==> src/rtl/if_prefetch_pkg.sv <==
// Shared constants and types for the instruction prefetch unit.
package if_prefetch_pkg;

   localparam logic [31:0] INST_NOP         = 32'h0000_0013;
   localparam logic [31:0] RESET_PC_DEFAULT = 32'h0000_0000;
   localparam int          DEPTH_DEFAULT    = 4;

   // One buffered instruction together with the address it was fetched from.
   typedef struct packed {
      logic [31:0] addr;
      logic [31:0] inst;
   } fetch_entry_t;

   // Fetch addresses are always word aligned; the low two bits are dropped.
   function automatic logic [31:0] align_word(input logic [31:0] a);
      return {a[31:2], 2'b00};
   endfunction

endpackage

==> src/rtl/fetch_fifo.sv <==
// Small synchronous FIFO with flush; used for the instruction buffer and
// for the address tags of outstanding memory requests.
module fetch_fifo #(
   parameter int WIDTH = 64,
   parameter int DEPTH = 4
) (
   input  logic                     clk,
   input  logic                     rst,
   input  logic                     push,
   input  logic                     pop,
   input  logic                     flush,
   input  logic [WIDTH-1:0]         wdata,
   output logic [WIDTH-1:0]         rdata,
   output logic                     full,
   output logic                     empty,
   output logic [$clog2(DEPTH):0]   count
);

   localparam int AW = $clog2(DEPTH);

   logic [WIDTH-1:0] mem [DEPTH];
   logic [AW-1:0]    wr_ptr;
   logic [AW-1:0]    rd_ptr;
   logic             do_push;
   logic             do_pop;

   assign do_pop  = pop & ~empty;
   assign do_push = push & (~full | do_pop);
   assign full    = (count == (AW+1)'(DEPTH));
   assign empty   = (count == '0);
   assign rdata   = mem[rd_ptr];

   // Pointer and occupancy bookkeeping; flush empties the queue in one cycle.
   always_ff @(posedge clk or posedge rst) begin
      // NOTE: sequential state uses non-blocking assignments so every register
      // samples pre-edge values regardless of statement order.
      if (rst) begin
         wr_ptr <= '0;
         rd_ptr <= '0;
         count  <= '0;
      end else if (flush) begin
         wr_ptr <= '0;
         rd_ptr <= '0;
         count  <= '0;
      end else begin
         if (do_push) wr_ptr <= wr_ptr + AW'(1);
         if (do_pop)  rd_ptr <= rd_ptr + AW'(1);
         if (do_push && !do_pop)      count <= count + (AW+1)'(1);
         else if (!do_push && do_pop) count <= count - (AW+1)'(1);
      end
   end

   // Entry storage.
   // NOTE: the storage array is deliberately not reset; only the pointers and
   // count are, and entries outside the valid window are never observed.
   always_ff @(posedge clk) begin
      if (do_push) mem[wr_ptr] <= wdata;
   end

endmodule

==> src/rtl/if_prefetch.sv <==
// Instruction prefetch unit: issues sequential word fetches on a req/gnt/rvalid
// bus, buffers returned words in order, and hands them to the fetch stage.
// A redirect flushes the buffer, marks in-flight responses for discard and
// restarts fetching at the new address.
module if_prefetch
   import if_prefetch_pkg::*;
#(
   parameter int          DEPTH    = DEPTH_DEFAULT,
   parameter logic [31:0] RESET_PC = RESET_PC_DEFAULT
) (
   input  logic        clk,
   input  logic        rst,
   input  logic        redirect_i,
   input  logic [31:0] redirect_addr_i,
   output logic [31:0] inst_o,
   output logic [31:0] inst_addr_o,
   output logic        inst_valid_o,
   input  logic        inst_ready_i,
   output logic        mem_req_o,
   output logic [31:0] mem_addr_o,
   input  logic        mem_gnt_i,
   input  logic        mem_rvalid_i,
   input  logic [31:0] mem_rdata_i
);

   localparam int CW = $clog2(DEPTH) + 1;

   logic [31:0]   fetch_pc;
   logic [CW-1:0] outstanding;
   logic [CW-1:0] outstanding_nxt;
   logic [CW-1:0] discard;
   logic [CW-1:0] fifo_count;
   logic [CW-1:0] tag_count;
   logic [CW:0]   credit_used;

   logic          gnt_fire;
   logic          rsp_fire;
   logic          data_push;
   logic          data_pop;
   logic          data_full;
   logic          data_empty;
   logic          tag_full;
   logic          tag_empty;
   logic [31:0]   tag_addr;
   logic [63:0]   data_rdata;
   fetch_entry_t  push_entry;
   fetch_entry_t  head_entry;

   // Credits cover both buffered words and words still in flight, so the
   // buffer can never overflow. The request depends on registers only.
   assign credit_used = {1'b0, fifo_count} + {1'b0, outstanding};
   assign mem_req_o   = ~rst & (credit_used < (CW+1)'(DEPTH));
   assign mem_addr_o  = fetch_pc;

   assign gnt_fire  = mem_req_o & mem_gnt_i;
   // A response with nothing outstanding is a protocol error and is ignored.
   assign rsp_fire  = mem_rvalid_i & (outstanding != '0);
   // Responses are dropped while discarding old-stream words or on a redirect.
   assign data_push = rsp_fire & (discard == '0) & ~redirect_i;
   assign data_pop  = inst_valid_o & inst_ready_i;

   assign push_entry = '{addr: tag_addr, inst: mem_rdata_i};
   assign head_entry = data_rdata;

   assign inst_valid_o = ~data_empty;
   assign inst_o       = inst_valid_o ? head_entry.inst : INST_NOP;
   assign inst_addr_o  = inst_valid_o ? head_entry.addr : 32'h0;

   // Instruction buffer of {addr, inst} pairs.
   fetch_fifo #(.WIDTH(64), .DEPTH(DEPTH)) u_data_fifo (
      .clk   (clk),
      .rst   (rst),
      .push  (data_push),
      .pop   (data_pop),
      .flush (redirect_i),
      .wdata (push_entry),
      .rdata (data_rdata),
      .full  (data_full),
      .empty (data_empty),
      .count (fifo_count)
   );

   // Address tag per granted request, consumed by its response. Tags of
   // discarded requests drain naturally, so new-stream tags line up with the
   // redirect address without rewriting the queue.
   fetch_fifo #(.WIDTH(32), .DEPTH(DEPTH)) u_tag_fifo (
      .clk   (clk),
      .rst   (rst),
      .push  (gnt_fire & ~tag_full),
      .pop   (rsp_fire & ~tag_empty),
      .flush (1'b0),
      .wdata (fetch_pc),
      .rdata (tag_addr),
      .full  (tag_full),
      .empty (tag_empty),
      .count (tag_count)
   );

   // Next outstanding count after this cycle's grant and response.
   always_comb begin
      // NOTE: default assignment first so no path leaves the signal unassigned
      // and a latch cannot be inferred.
      outstanding_nxt = outstanding;
      if (gnt_fire && !rsp_fire)      outstanding_nxt = outstanding + CW'(1);
      else if (!gnt_fire && rsp_fire) outstanding_nxt = outstanding - CW'(1);
   end

   // Fetch PC, outstanding and discard counters; a redirect turns everything
   // still in flight (including this cycle's grant) into discards.
   always_ff @(posedge clk or posedge rst) begin
      if (rst) begin
         fetch_pc    <= RESET_PC;
         outstanding <= '0;
         discard     <= '0;
      end else begin
         outstanding <= outstanding_nxt;
         if (redirect_i) begin
            fetch_pc <= align_word(redirect_addr_i);
            discard  <= outstanding_nxt;
         end else begin
            if (gnt_fire) fetch_pc <= fetch_pc + 32'd4;
            if (rsp_fire && discard != '0) discard <= discard - CW'(1);
         end
      end
   end

   a_no_push_when_full : assert property (@(posedge clk) disable iff (rst)
      !(data_push && data_full && !data_pop));
   a_no_orphan_rvalid : assert property (@(posedge clk) disable iff (rst)
      !(mem_rvalid_i && outstanding == '0));
   a_tags_track_outstanding : assert property (@(posedge clk) disable iff (rst)
      tag_count == outstanding);

endmodule

==> config.mk <==
export PLATFORM = sky130hd
export DESIGN_NAME = if_prefetch
export DESIGN_NICKNAME = d
export VERILOG_FILES = /design/src/rtl/if_prefetch_pkg.sv /design/src/rtl/fetch_fifo.sv /design/src/rtl/if_prefetch.sv
export SDC_FILE = /design/constraint.sdc
export NUM_CORES = 1
export LEC_CHECK = 0
export BUFFER_PORTS_ARGS = -buffer_cell sky130_fd_sc_hd__buf_4
export CORE_MARGIN = 5
export CORE_UTILIZATION = 45
export DETAILED_ROUTE_END_ITERATION = 7
export PLACE_DENSITY = 0.66
export SYNTH_ARGS = -nofsm -noshare
export SYNTH_HDL_FRONTEND = slang
export SYNTH_HIERARCHICAL = 1
export SYNTH_SLANG_ARGS = --single-unit
==> constraint.sdc <==
create_clock -name clk -period 8.55 [get_ports clk]
set_clock_uncertainty 0.15 [all_clocks]
set_input_delay 0 -clock clk [delete_from_list [all_inputs] [get_ports clk]]
set_output_delay 0 -clock clk [all_outputs]
set_load 0.005 [all_outputs]
==> results.yml <==
yosys:
  yosysWarningCount: 6
  synth_cells: 944
  synthesis.area_um2: 17650
  syn_area_per_cell_um2: 18.70
sta:
  hold_violations: 0
  rsz0062_at_grt: "no"
  tightest_slew_ns: 1.095
  fin_setup_tns_ns: 0
  finalSetupViolations: 0
  slew_violations: 0
  fmax_mhz: 257.9
  period_share_pct: 45.35
  min_period_ns: 3.878
  slew_headroom_pct: 27.02
critical_path:
  critical_path.startpoint_type: "register"
  cp_common_cell: "ha_1"
  crit_path_end_kind: "register"
  cp.depth: 8
  reg2regPathDepth: 8
  cp_top_family: "simple AND/OR/NAND/NOR gates"
  arrival_ns: 3.89
  cp_max_fo: 45
  cp_data_required_time_ns: 8.57
  crit_type: "reg2reg"
  critical_path_buf_inv_count: 2
  cpMaxStageDelayCell: "nor3_1"
  slowest_delay_ns: 0.80
  crit_chain: "inv_1 > ha_1 > ha_1 > nand2b_1 > nor3_1 > o21a_4 > and2_4 > buf_4"
place:
  dp_hpwl_um: 20950
  dpl_cell_area_um2: 19390
  gp_congestion: 0.7921
  numPortBuffers: 163
finish:
  final_area_um2: 22120
  nFillCells: 2943
  area.growth.synth_to_final_pct: 25.35
  diodes: 0
  layout-drive-gt1-share_pct: 28.40
  nets: 1339
detailed_routing:
  drt_wl_total_um: 37520
  wl_met2_um: 18720
  drt-vias-per-instance: 5.217
  firstDrtPassIters: 4
  drc: 0
  final_antenna_net_count: 0
  dr.first_iter.drc_count: 554
  wire_per_inst_um: 20.81
  dr_wl_met3_um: 1947
  wl_met1_um: 15970
  top_layer_used: "met4"
  vias: 9407
die:
  die-height_um: 208.0
  rows: 72
  core_area_um2: 38740
  ios: 168
  die-area_um2: 43280
  start_util_pct: 45.56
  die-width_um: 208.0
grt:
  grt_pass1_vias: 9985
  grt_usage_pct: 17.38
  grt_overflow_total: 0
  antenna_found_initial: 0
  grt_max_degree: 78
  grt_pass1_wl_um: 59000
clock_tree:
  htreeDepth: 2
  clockBufferDepth: 3
  cts_tree: "yes"
  root_buffer: "clkbuf_16"
  clkLatencyLatePin_ns: 0.54
  numCtsBuffers: 45
  cts.sinks: 434
  cts.clk_slew.worst_paths_ns: 0.06
  postCtsSetupRepairBufs: 0
run_status:
  status: "finished, final reports clean"
power:
  ir_worst_vdd_mv: 0.1299
  p_leak_nw: 7.605
  power_density_nw_per_um2: 220.0
run:
  drv_cap: 0
worst_hold_path:
  min_path_type: "in2async"
where the power goes:
group	internal, W	switching (W)
Clock	0.00119	0.000772
Combinational	0.000218	0.000199
Sequential	0.00242	0.0000697
Total	0.00383	0.00104
metal layers:
metal / track usage [%] / vias to the layer above
met5: 0 / -
met4: 4.802 / 0
met3: 3.208 / 63
met2: 29.23 / 262
met1: 23.61 / 4809
li1: - / 4273
final timing paths:
check / start / end / slack (ns)
setup / recovery: outstanding[1]$_DFF_PP0_ / u_data_fifo/mem[1][54]$_DFFE_PP_ / 4.67
hold / removal: rst / mem_addr_o[20]$_DFFE_PP0P_ / 0.03
setup reg to reg: outstanding[1]$_DFF_PP0_ / u_data_fifo/mem[1][54]$_DFFE_PP_ / 4.67
hold reg to reg: discard[0]$_DFFE_PP0P_ / discard[0]$_DFFE_PP0P_ / 0.43
max in group asynchronous: rst / u_data_fifo/rd_ptr[0]$_DFFE_PP0P_ / 7.50
min in group clk: mem_rdata_i[30] / u_data_fifo/mem[3][30]$_DFFE_PP_ / 0.06
area by class of cell:
| type | instances | area [um^2] | area share [%] |
|---|---|---|---|
| tap | 518 | 648.1 | 2.930 |
| clock inverter | 23 | 271.5 | 1.227 |
| inverter | 20 | 75.07 | 0.3393 |
| clock buffer | 58 | 1217 | 5.503 |
| timing repair buffer | 298 | 2547 | 11.51 |
| sequential | 434 | 12790 | 57.82 |
| multi-input combinational | 452 | 4573 | 20.67 |
per-stage QoR:
step,instances,total power (W),hold slack (ns),util (%),worst slack (ns)
floorplan,955,0.002743,-0.3466,-,4.514
global placement,1598,0.002879,-0.1330,50.06,4.701
detailed placement,1598,0.002892,-0.1279,50.06,4.689
CTS,1803,0.004924,0.01573,57.11,4.662
global route,1803,0.005063,0.03115,57.11,4.392
finish,1803,0.004868,0.03416,57.11,4.672
placed cells by master, fill, tap and decap left out, drive strengths merged, types with 3 or more instances in the layout:
cell type,count
mux2i,9
nor4,6
clkinv,14
bufinv,6
inv,22
ha,16
mux4,96
nand2,42
or2,3
and4,7
a21oi,3
nor2b,68
and2,12
o21a,4
xnor2,24
a31oi,4
o21ai,30
buf,174
and3,5
nand2b,10
dfrtp,50
nor2,29
nor3,11
dlygate4sd3,124
conb,12
or3,3
xor2,14
nand3,12
nand4,6
clkbuf,58
edfxtp,384
mux2,10
worst min-delay path: cells and delay by family:
| family | cells | cell delay [ns] |
|---|---|---|
| buf+inv | 4 | 1.17 |
registers in the layout, summed over array words and instances, names as in the netlist, 3 cells and up:
register and flops:
u_data_fifo/count 3, u_tag_fifo/count 3, discard 3, u_data_fifo/mem 256, u_tag_fifo/mem 128, mem_addr_o 30
outstanding 3
what timing repair did:
item,CTS,global route
hold buffers,124,0
resized for setup,0,0
endpoints found under the hold margin,220,0
Note: power is estimated with default switching activity, not from simulation.
